==> config.mk <==
export PLATFORM = sky130hd
export DESIGN_NAME = roi_max_scanner
export DESIGN_NICKNAME = d
export VERILOG_FILES = /design/src/rtl/roi_pkg.sv /design/src/rtl/roi_max_cmp.sv /design/src/rtl/roi_max_scanner.sv
export SDC_FILE = /design/constraint.sdc
export NUM_CORES = 1
export LEC_CHECK = 0
export ABC_AREA = 1
export CORE_ASPECT_RATIO = 1.75
export CORE_UTILIZATION = 45
export CTS_BUF_LIST = sky130_fd_sc_hd__clkbuf_4
export CTS_CLUSTER_DIAMETER = 50
export DETAILED_ROUTE_END_ITERATION = 8
export GPL_ROUTABILITY_DRIVEN = 0
export PLACE_DENSITY = 0.75
export SKIP_CTS_REPAIR_TIMING = 1
export SLEW_MARGIN = 20
export SYNTH_ARGS = -nofsm -noshare
export SYNTH_HDL_FRONTEND = slang
export SYNTH_SLANG_ARGS = --single-unit
==> constraint.sdc <==
create_clock -name clk -period 1.8 [get_ports clk]
set_input_delay 0.36 -clock clk [delete_from_list [all_inputs] [get_ports clk]]
set_output_delay 0.36 -clock clk [all_outputs]
set_load 0.01 [all_outputs]
==> src/rtl/roi_pkg.sv <==
// Shared definitions for the ROI maximum scanner: FSM state encoding and default sizing.
package roi_pkg;

    typedef enum logic [1:0] {
        IDLE = 2'd0,
        SCAN = 2'd1,
        HOLD = 2'd2
    } state_t;

    localparam int unsigned N_CH_DEF = 8;
    localparam int unsigned W_DEF    = 8;

endpackage

==> src/rtl/roi_max_cmp.sv <==
// Strict compare-and-select of (energy, index) pairs; ties keep the current (earlier) entry.
module roi_max_cmp #(
    parameter int unsigned W  = 8,
    parameter int unsigned IW = 3
) (
    input  logic [W-1:0]  cur_e,
    input  logic [IW-1:0] cur_idx,
    input  logic [W-1:0]  new_e,
    input  logic [IW-1:0] new_idx,
    output logic [W-1:0]  sel_e,
    output logic [IW-1:0] sel_idx
);

    logic take;

    assign take    = new_e > cur_e;
    assign sel_e   = take ? new_e   : cur_e;
    assign sel_idx = take ? new_idx : cur_idx;

endmodule

==> src/rtl/roi_max_scanner.sv <==
// Scans a frame of per-channel energies and reports the peak channel, its energy,
// a threshold hit flag, the sample count and a truncation error, with a valid/ready result.
module roi_max_scanner
    import roi_pkg::*;
#(
    parameter  int unsigned N_CH = N_CH_DEF,
    parameter  int unsigned W    = W_DEF,
    localparam int unsigned IW   = (N_CH > 2) ? $clog2(N_CH) : 1
) (
    input  logic          clk,
    input  logic          rst,
    input  logic          in_valid,
    output logic          in_ready,
    input  logic [W-1:0]  in_e,
    input  logic          in_last,
    input  logic [W-1:0]  thresh,
    output logic          out_valid,
    input  logic          out_ready,
    output logic [IW-1:0] out_roi,
    output logic [W-1:0]  out_emax,
    output logic          out_hit,
    output logic [IW:0]   out_nch,
    output logic          out_err
);

    state_t        state;
    state_t        state_nxt;
    logic [IW:0]   count;
    logic [IW:0]   count_inc;
    logic [W-1:0]  max_e;
    logic [IW-1:0] roi;
    logic [W-1:0]  thr;
    logic          err;
    logic          accept;
    logic          at_limit;
    logic [W-1:0]  sel_e;
    logic [IW-1:0] sel_idx;

    assign accept    = in_valid && in_ready;
    assign count_inc = count + 1'b1;
    assign at_limit  = (count_inc == (IW+1)'(N_CH));

    // In SCAN the count never exceeds N_CH-1, so its low IW bits are the arriving index
    roi_max_cmp #(
        .W  (W),
        .IW (IW)
    ) u_cmp (
        .cur_e   (max_e),
        .cur_idx (roi),
        .new_e   (in_e),
        .new_idx (count[IW-1:0]),
        .sel_e   (sel_e),
        .sel_idx (sel_idx)
    );

    always_ff @(posedge clk or posedge rst) begin
        if (rst) begin
            state <= IDLE;
        end else begin
            state <= state_nxt;
        end
    end

    always_comb begin
        state_nxt = state;
        case (state)
            IDLE: if (accept) state_nxt = in_last ? HOLD : SCAN;
            SCAN: if (accept && (in_last || at_limit)) state_nxt = HOLD;
            HOLD: if (out_ready) state_nxt = IDLE;
            default: state_nxt = IDLE;
        endcase
    end

    always_comb begin
        in_ready  = (state != HOLD);
        out_valid = (state == HOLD);
    end

    always_ff @(posedge clk or posedge rst) begin
        if (rst) begin
            count <= '0;
            max_e <= '0;
            roi   <= '0;
            thr   <= '0;
            err   <= 1'b0;
        end else if (accept) begin
            if (state == IDLE) begin
                count <= (IW+1)'(1);
                max_e <= in_e;
                roi   <= '0;
                thr   <= thresh;
                err   <= 1'b0;
            end else begin
                count <= count_inc;
                max_e <= sel_e;
                roi   <= sel_idx;
                err   <= !in_last && at_limit;
            end
        end
    end

    assign out_roi  = roi;
    assign out_emax = max_e;
    assign out_hit  = (max_e > thr);
    assign out_nch  = count;
    assign out_err  = err;

endmodule

==> qor.yml <==
crit_fanout: 2
setup_violations: 1
htreeDepth: 1
synth_nets: 231
fp.dieW_um: 46.4
synth_cell_type_count: 23
fp-row-count: 27
antenna_cells: 0
min_period_over_period: 1.16
slowest_stage: "dfrtp_1"
drtAntennaViolNets: 0
synth_ff_type: "dfrtp_1"
worst_pin_slew_ps: 342
tns_ps: -293
ioPinCount: 40
grt_pass1_vias: 1413
final_nets: 295
wl_per_cell_um: 12.8
place_inst: 292
rsz0062_at_grt: "true"
start_util: 0.484
crit_required_ps: 1440
synth_top_area_cell: "dfrtp_1"
avgSynthCellArea_sq_um: 8.05
grt_busiest_layer: "met2"
cp.arrival_ps: 1730
p_leak_nw: 1.22
final_max_slew_viol_count: 0
vias: 1492
yosys_warnings: 0
critical_path_class: "reg -> out"
via_per_inst: 5.01
hold_violations: 0
fin_ws_ps: -293
wl_um: 3830
post-dp-hpwl_um: 2860
powerDensity_mw_per_mm2: 1590
area_growth_pct: 44.9
insertion_delay_ps: 310
fin_crit_ps: 2090
peakVddDrop_v: 0.000792
first_pass_iters: 4
final_cell_area_sq_mm: 0.00225
cts_tree: "done"
async_reset_ff_frac: 1.00
clockBufferDepth: 2
port-buffer-count: 39
netlist_area_sq_mm: 0.00155
clockRootBuffer: "clkbuf_4"
grt_use_met3: 0.0475
final_core_util: 0.702
grt.met1_usage: 0.216
critPathLaunchType: "flop"
overflow: 0
yosys-top-cells-area: "dfrtp_1, ha_1, nand2_1"
drive_gt1_frac: 0.184
drtIter0Drc: 17
max_freq_mhz: 478
drv_cap: 0
cts_buffers: 3
crit_path_cell_trace: "ha_1 > inv_2 > nor2_1 > nor2_1 > o21ai_1 > a21oi_1 > a21oi_1 > buf_2"
yosys-top-cells-count: "nand2_1, inv_1, dfrtp_1, nor2_1, ha_1"
status: "complete, but fails checks"
grt_max_degree: 27
post-synth-top-area-fraction: 0.419
antenna_found_initial: 0
ys_ff_latch: 26
violations: "negative setup slack"
dieArea_sq_mm: 0.00370
instances_no_fill: 298
grtUsageTotal: 0.219
synth_edf_count: 0
grtUsageMet2: 0.404
synth_most_common_cell: "nand2_1"
die_height_um: 79.7
clk_pin_slew_worst_paths_ps: 130
end_kind: "output pin"
core-area_sq_mm: 0.00321
clock_sinks: 26
dpl-instance-area_sq_mm: 0.00214
drc: 0
min_path_type: "in -> async"
postSynthCellCount: 193
max_stage_delay_ps: 430
grt_pass1_wl_um: 5910
max_slew_margin: 0.772
fin_worst_skew_ps: 4.54
ys_seq_area_frac: 0.419
## final timing paths
path,startpoint,endpoint,slack (ps),cells past startpoint
worst min-delay path,rst,out_err$_DFFE_PP0P_,390,3
worst min register to register,out_err$_DFFE_PP0P_,out_err$_DFFE_PP0P_,520,2
worst max register to register,out_emax[7]$_DFFE_PP0P_,out_emax[5]$_DFFE_PP0P_,30,10
min in group clk,out_err$_DFFE_PP0P_,out_err$_DFFE_PP0P_,520,2
worst max-delay path,out_emax[1]$_DFFE_PP0P_,out_hit,-290,8
max in group asynchronous,rst,out_emax[3]$_DFFE_PP0P_,1160,3
## metal layers
metal	vias up	routed length, um	part of all wire
li1	739	-	-
met1	699	1420	0.37
met2	45	2140	0.56
met3	9	171	0.045
met4	0	99	0.026
met5	-	0	0
## critical path: cells and delay by family (launching register included)
kind	cells	cell delay [ps]
adder cells (fa/ha/maj)	1	310
flip-flops	1	430
AO/OA/AOI/OAI	3	360
AND/OR/NAND/NOR	2	130
buffers and inverters	2	200
## cells by family after synthesis
group	Yosys count	synth area share
compound gates	23	0.0854
fa+ha+maj	17	0.137
buf+inv	34	0.0902
flops	26	0.419
mux	1	0.00725
simple gates	92	0.262
## stage by stage
step                power, mW  setup slack [ps]  hold slack [ps]
floorplan                2.17               174              400
global placement         3.12              -296              475
detailed placement       3.20              -347              489
CTS                      3.46              -724              381
global route             3.92              -413              419
finish                   3.59              -293              387
## sequential cells by signal, summed over array words and instances, names as in the netlist
register and count:
out_nch 4, out_roi 3, state 2, out_emax 8, thr 8, out_err 1
## cell type report
cell class              count  area (sq um)
clock buffers               3          22.5
fillers                   269           957
inverters                  31           116
multi-input cells         134           826
flip-flops and latches     26           651
well taps                  43          53.8
repair buffers             61           583
## placed cells by master (no fill, tap or decap), drive strengths merged
| cell type | synthesis | layout |
|---|---|---|
| clkbuf | 0 | 3 |
| o21ai | 5 | 5 |
| nor2 | 23 | 23 |
| nand4 | 4 | 4 |
| dfrtp | 26 | 26 |
| o22ai | 1 | 1 |
| ha | 17 | 17 |
| a21o | 1 | 1 |
| inv | 31 | 31 |
| clkdlybuf4s50 | 0 | 33 |
| buf | 3 | 23 |
| nand2 | 49 | 50 |
| a21oi | 15 | 15 |
| nor3 | 1 | 1 |
| nand3 | 14 | 14 |
| or2 | 1 | 1 |
| dlymetal6s2s | 0 | 5 |
| o31ai | 1 | 1 |
| mux2 | 1 | 1 |
## where the power goes
part / leakage, nW / switching (mW) / internal, mW
Combinational: 0.890 / 1.18 / 1.14
Sequential: 0.317 / 0.192 / 0.839
Clock: 0.0138 / 0.161 / 0.0783
Total: 1.22 / 1.53 / 2.05
Power figures use the tool's default switching activity.
